==> config.mk <==
export PLATFORM = sky130hd
export DESIGN_NAME = systolic_feeder
export DESIGN_NICKNAME = d
export VERILOG_FILES = /design/src/rtl/systolic_feeder.sv
export SDC_FILE = /design/constraint.sdc
export NUM_CORES = 1
export LEC_CHECK = 0
export ABC_CLOCK_PERIOD_IN_PS = 3230
export BUFFER_PORTS_ARGS = -buffer_cell sky130_fd_sc_hd__buf_2
export CAP_MARGIN = 20
export CORE_MARGIN = 1
export CORE_UTILIZATION = 50
export CTS_CLUSTER_DIAMETER = 200
export DETAILED_ROUTE_END_ITERATION = 8
export PLACE_DENSITY = 0.86
export SYNTH_ARGS = -nofsm -noshare
export SYNTH_HDL_FRONTEND = slang
export SYNTH_SLANG_ARGS = --single-unit
==> constraint.sdc <==
create_clock -name clk -period 3.23 [get_ports clk]
set_input_delay 0.646 -clock clk [delete_from_list [all_inputs] [get_ports clk]]
set_output_delay 0.646 -clock clk [all_outputs]
set_load 0.02 [all_outputs]
==> src/rtl/systolic_feeder.sv <==
// systolic_feeder: skews FP8 A/B beats into staggered lanes for an NxN systolic array edge,
// marking the first beat of each tile and pulsing tile_done once the last beat leaves lane N-1.
module systolic_feeder #(
  parameter int N = 4,
  parameter int CNT_W = 16
) (
  input  logic             clk,
  input  logic             rst_n,
  input  logic             in_valid,
  output logic             in_ready,
  input  logic [N*8-1:0]   in_a,
  input  logic [N*8-1:0]   in_b,
  input  logic             in_last,
  output logic [N*8-1:0]   a_out,
  output logic [N*8-1:0]   b_out,
  output logic [N-1:0]     first_out,
  output logic             busy,
  output logic             tile_done,
  output logic [CNT_W-1:0] beat_count
);
  localparam int FW = N > 1 ? $clog2(N) : 1;
  typedef enum logic [1:0] {IDLE, STREAM, FLUSH} state_t;
  state_t state, state_nx;
  logic [FW-1:0] fcnt;
  logic hs, first_in;
  assign in_ready = rst_n && state != FLUSH;
  assign hs = in_valid && in_ready;
  assign first_in = hs && state == IDLE;
  assign busy = state != IDLE;
  assign tile_done = rst_n && state == FLUSH && fcnt == '0;
  always_comb begin
    state_nx = hs ? (in_last ? FLUSH : STREAM) : tile_done ? IDLE : state;
  end
  always_ff @(posedge clk) begin
    if (!rst_n) begin
      state <= IDLE;
      fcnt <= '0;
      beat_count <= '0;
    end else begin
      state <= state_nx;
      fcnt <= state == FLUSH ? fcnt - 1'b1 : state_nx == FLUSH ? FW'(N - 1) : fcnt;
      beat_count <= tile_done ? '0 : !hs ? beat_count : first_in ? CNT_W'(1) :
                    &beat_count ? beat_count : beat_count + 1'b1;
    end
  end
  // Lane i is an input register followed by i delay stages; idle cycles shift in zeros.
  for (genvar i = 0; i < N; i++) begin : g_lane
    logic [7:0] a_sr [i+1];
    logic [7:0] b_sr [i+1];
    logic       f_sr [i+1];
    always_ff @(posedge clk) begin
      if (!rst_n) begin
        for (int j = 0; j <= i; j++) begin
          a_sr[j] <= '0;
          b_sr[j] <= '0;
          f_sr[j] <= 1'b0;
        end
      end else begin
        a_sr[0] <= hs ? in_a[8*i +: 8] : '0;
        b_sr[0] <= hs ? in_b[8*i +: 8] : '0;
        f_sr[0] <= first_in;
        for (int j = 1; j <= i; j++) begin
          a_sr[j] <= a_sr[j-1];
          b_sr[j] <= b_sr[j-1];
          f_sr[j] <= f_sr[j-1];
        end
      end
    end
    assign a_out[8*i +: 8] = a_sr[i];
    assign b_out[8*i +: 8] = b_sr[i];
    assign first_out[i] = f_sr[i];
  end
endmodule

Word-level counts from Yosys, hierarchy flattened
Memories as Yosys holds them, arrays and structs flattened.
Index checks and enable logic that the tools add are counted.
Widths: inputs -> output; s select.
Operators by class
  add/subtract/negate cells: 2
  equality and inequality tests: 4
  muxes and demuxes: 50
  bitwise gates (word level): 28
  reductions and logical operators: 15
Operators by type and width (number)
  $mux 8: 28
  $mux 16: 2
  $or 1x1->1: 27
  $add 16x1->16 const B: 1
  $reduce_and 16->1: 1
  $reduce_or 8->1: 2
  $mux 1: 15
  $mux 2: 5
  $logic_and 1x1->1: 5
  $eq 2x2->1 const B: 2
  $logic_not 2->1: 2
  $ne 2x2->1 const B: 2
  $reduce_bool 2->1: 2
  $reduce_and 2->1: 1
  $reduce_or 2->1: 1
  $sub 2x1->2 const B: 1
  $not 1->1: 1
  $reduce_or 1->1: 1
Word-level totals
  bits in registers: 20
  bits in writable memories: 170
  bits of input ports: 68
  output and inout bits: 87
  word-level logic and storage cells: 114
  memories: 12
Memories
  g_lane[3].a_sr: depth 4, width 8, rd ports 4, clocked after memory_dff 0, write ports 4, line 48  | logic [7:0] a_sr [i+1];
  g_lane[3].b_sr: depth 4, width 8, rd ports 4, clocked after memory_dff 0, write ports 4, line 49  | logic [7:0] b_sr [i+1];
  g_lane[2].a_sr: depth 3, width 8, rd ports 3, clocked after memory_dff 0, write ports 3, line 48
  g_lane[2].b_sr: depth 3, width 8, rd ports 3, clocked after memory_dff 0, write ports 3, line 49
  g_lane[1].a_sr: depth 2, width 8, rd ports 2, clocked after memory_dff 0, write ports 2, line 48
  g_lane[1].b_sr: depth 2, width 8, rd ports 2, clocked after memory_dff 0, write ports 2, line 49
  6 more memories

Logic depth before layout (Yosys ltp)
  word-level depth: 8
  mapped depth: 8
  depth with buffers taken out: 7

Worst setup path after synthesis
OpenSTA, ideal clock, no wires.
  path kind: input port to output port
  start point: input port rst_n
  end point: output port tile_done
  arrival: 1300 ps
  required time: 2584 ps
  path slack: 1284 ps
  stages: 3
  cells stage by stage: clkbuf_8 -> clkbuf_1 -> and3_1
On the way
  longest elaborated chain between the ends: 2
Ends and longest elaborated chain
  start: declaration: line 8  | input logic rst_n,
  $logic_and 1x1->1 (2 in series): line 30  | assign tile_done = rst_n && state == FLUSH && fcnt == '0;
  end: declaration: line 18  | output logic tile_done,
Every way passes these cells.

Worst setup path in the final report
  start point: register state[0]
  end point: output port in_ready
On the way
  longest elaborated chain between the ends: 2
Ends and longest elaborated chain
  start: declaration: line 23  | state_t state, state_nx;
  start signal: assignment: line 40  | state <= state_nx;
  $ne 2x2->1: line 26  | assign in_ready = rst_n && state != FLUSH;
  $logic_and 1x1->1: line 26
  end: declaration: line 10  | output logic in_ready,
Every way passes these cells.

==> key figures <==
Flow run
  – # Max-Cap Violations: 0

STA
  – Slew @ Worst Pin: between 0.5 and 0.6 ns
  – RSZ-0062 raised after global routing: false
  – Fin Setup TNS: 0 ns
  – Fin. max-slew vios: 0
  – Rel. slew slack: between 60 and 70%
  – Worst Clk Skew: 0.0103 ns
  – Final setup fails: 0
  – Final Critical Period: 2.28 ns
  – Fmax: 439 MHz
  – Final period util: between 70% and 80%
  – Hold violation count in the final report: 0
  – Final Worst Setup Slack: roughly 0.95 ns

Synth
  – Ys flop type: dfxtp_1
  – Total number of yosys warnings: 0
  – Seq/Total Area, Yosys: 62.8%
  – Number of flops mapped to enable cells by yosys: 0
  – Asr flop ratio synth: 0%
  – Syn nets: ~590
  – Synth unique cells: 53
  – Post-synthesis average cell area: around 11 µm²
  – Post-synthesis cell count: 522
  – Flops & latches, synth: ~190
  – Post-Syn Area: 5890 µm²

Final layout
  – Area occupied by registers: between 3000 and 4000 µm²
  – Final #Nets: a little over 700
  – Multi-input gate area: around 1800 µm²
  – Ant diodes: 0
  – Layout cells sized above 1: a little under a third
  – Filler instances: approximately 850
  – Layout area overhead: 21.0%

Critical path
  – Critical Path RT: about 2.6 ns
  – Crit. End Element: output port
  – Critical Path Start Type: register
  – CP Class: register to output port
  – CP Max Fanout: 15
  – Crit path arrival time: 1.63 ns

Drt
  – WL met1: roughly 4700 µm
  – 1st-iter DRT viols: approximately 180
  – Detail Route met3 WL: roughly 550 µm
  – Highest metal used: met4
  – Post-route ant nets: 0
  – Vias/cell: 4.82
  – WL final: ~12000 µm
  – Wire length per cell: 14.4 µm
  – Met2 wire length: slightly above 6000 µm
  – DRC: 0
  – Routed via count: about 3800
  – 1st-pass router iterations: 5

Floorplanning
  – Chip Height: 111 µm
  – Die area: 12200 µm²
  – I/O pin cnt: between 150 and 200
  – Rows: 39
  – DIE WIDTH: approximately 110 µm
  – Core Region: 11500 µm²
  – Starting Density: 51.4%

CTS
  – CTS tree: built
  – Root buf cell: clkbuf_16
  – PostCTS Resize Cnt: 0
  – CTS H-tree depth: 4
  – Worst skew pair latency: between 0.4 and 0.5 ns
  – Clock slew at reported path FFs: about 0.070 ns
  – Total CTS buffers: 17
  – Clock sinks: approximately 190
  – CTS Buffer Depth: 2
  – Cts hold-fix bufs: 0
  – Post-CTS Setup Repair Bufs: 0

Min path
  – Worst Hold Class: input port to register

GRT
  – Initial antenna violation count: 0
  – Remaining Overflow, GRT: 0
  – Vias in the first global route: ~3700
  – All-Layer GR Usage: 19.6%
  – Largest net degree at the start of global routing: 66
  – First-pass GRT wire length: ~18000 µm

Pwr
  – Max VDD drop: approximately 700 µV
  – Leak Pwr: between 0.003 and 0.004 µW
  – PD cells: between 600 and 700 nW/µm²

Placement
  – Dpl hpwl: around 7700 µm
  – Final Wtd Congestion: slightly below 0.9
  – # port buffers: 154
  – Placement Setup Slack: 1.00 ns

Status
  – Outcome: finished, final reports clean
[final timing paths]
| path | from | to | slack (ns) | cells after the start |
|---|---|---|---|---|
| worst min register to register | g_lane[3].a_sr[0][1]$_SDFF_PN0_ | g_lane[3].a_sr[1][1]$_SDFF_PN0_ | 0.43 | 1 |
| worst max-delay path | state[0]$_SDFF_PN0_ | in_ready | 0.95 | 3 |
| worst max register to register | state[0]$_SDFF_PN0_ | state[0]$_SDFF_PN0_ | 1.10 | 5 |
| worst min-delay path | in_b[16] | g_lane[2].b_sr[0][0]$_SDFF_PN0_ | 0.42 | 2 |
[where the power goes]
part	internal, µW	switching [µW]	total, µW	leakage, µW
combinational	98.6	132	231	0.00151
clock	1330	831	2160	0.000306
sequential	2350	22.3	2370	0.00151
[kinds of logic after synthesis]
group	count (synthesis)	synth area share, %
adder cells (fa/ha/maj)	2	0.424
AND/OR/NAND/NOR	226	24.5
buffers and inverters	63	6.66
AO/OA/AOI/OAI	44	5.20
flip-flops	185	62.8
multiplexers	2	0.340
[cells in the mapped netlist (all sizes together), types with 3 or more instances]
cell type / n / area share, %
a21o: 4 / 0.51
a21oi: 8 / 0.74
a311oi: 4 / 0.59
a31oi: 5 / 0.53
and2: 164 / 17
and3: 5 / 0.81
buf: 39 / 5.0
clkbuf: 18 / 1.3
dfxtp: 185 / 63
inv: 6 / 0.38
nand2: 15 / 1.0
nand3: 10 / 1.4
nand4: 3 / 0.57
nor2: 12 / 0.85
nor3: 7 / 0.96
o21ai: 8 / 0.68
[per-layer routing]
| metal | GRT usage [%] | up-vias |
|---|---|---|
| li1 | - | 1892 |
| met1 | 22.0 | 1809 |
| met2 | 33.4 | 120 |
| met3 | 6.04 | 19 |
| met4 | 10.2 | 0 |
| met5 | 0 | - |
[critical path, cell delays in order (launching register included)]
cell and delay [ns]:
dfxtp_1 0.62, nand2b_4 0.27, and2_1 0.15, buf_2 0.17
[stage by stage]
stage | cells | instance area [µm²] | total power (µW) | hold slack (ns) | util [%]
floorplan | 522 | 5890 | 2570 | 0.412 | -
CTS | 797 | 7130 | 4800 | 0.401 | 62.2
finish | 797 | 7130 | 4770 | 0.420 | 62.2
global route | 797 | 7130 | 4930 | 0.403 | 62.2
global placement | 766 | 6500 | 2640 | 0.412 | 56.7
detailed placement | 766 | 6500 | 2650 | 0.418 | 56.7
[cell usage in the layout (no fill, tap or decap), types with 2 or more instances in the layout]
cell type	instances
o2111ai_1	2
clkbuf_16	17
and2_1	164
mux2i_1	2
nor3_2	2
a31o_1	2
o21ai_1	5
nand3_2	4
nor2b_1	2
nand4_1	2
nor2_2	2
nor2_1	10
clkinv_4	2
clkinv_2	3
o21ai_0	3
nand2_1	14
buf_2	154
a21oi_1	7
o31ai_1	2
buf_4	4
clkbuf_8	2
dfxtp_1	185
a311oi_1	4
bufinv_16	4
nand3_1	5
and3_4	3
nor3_1	4
a21o_1	4
a31oi_1	5
inv_1	6
ha_1	2
[state kept, by name, summed over array words and instances (netlist names)]
register     flops
beat_count      16
fcnt             2
g_lane.a_sr     80
g_lane.b_sr     80
g_lane.f_sr      5
state            2
[cell type report]
class | instances | area share, %
sequential | 185 | 51.9
multi-input combinational | 274 | 25.2
timing repair buffer | 158 | 11.2
clock buffer | 20 | 6.41
tap | 143 | 2.51
clock inverter | 11 | 2.37
inverter | 6 | 0.316
No activity file was read; power rests on OpenSTA's default activity.
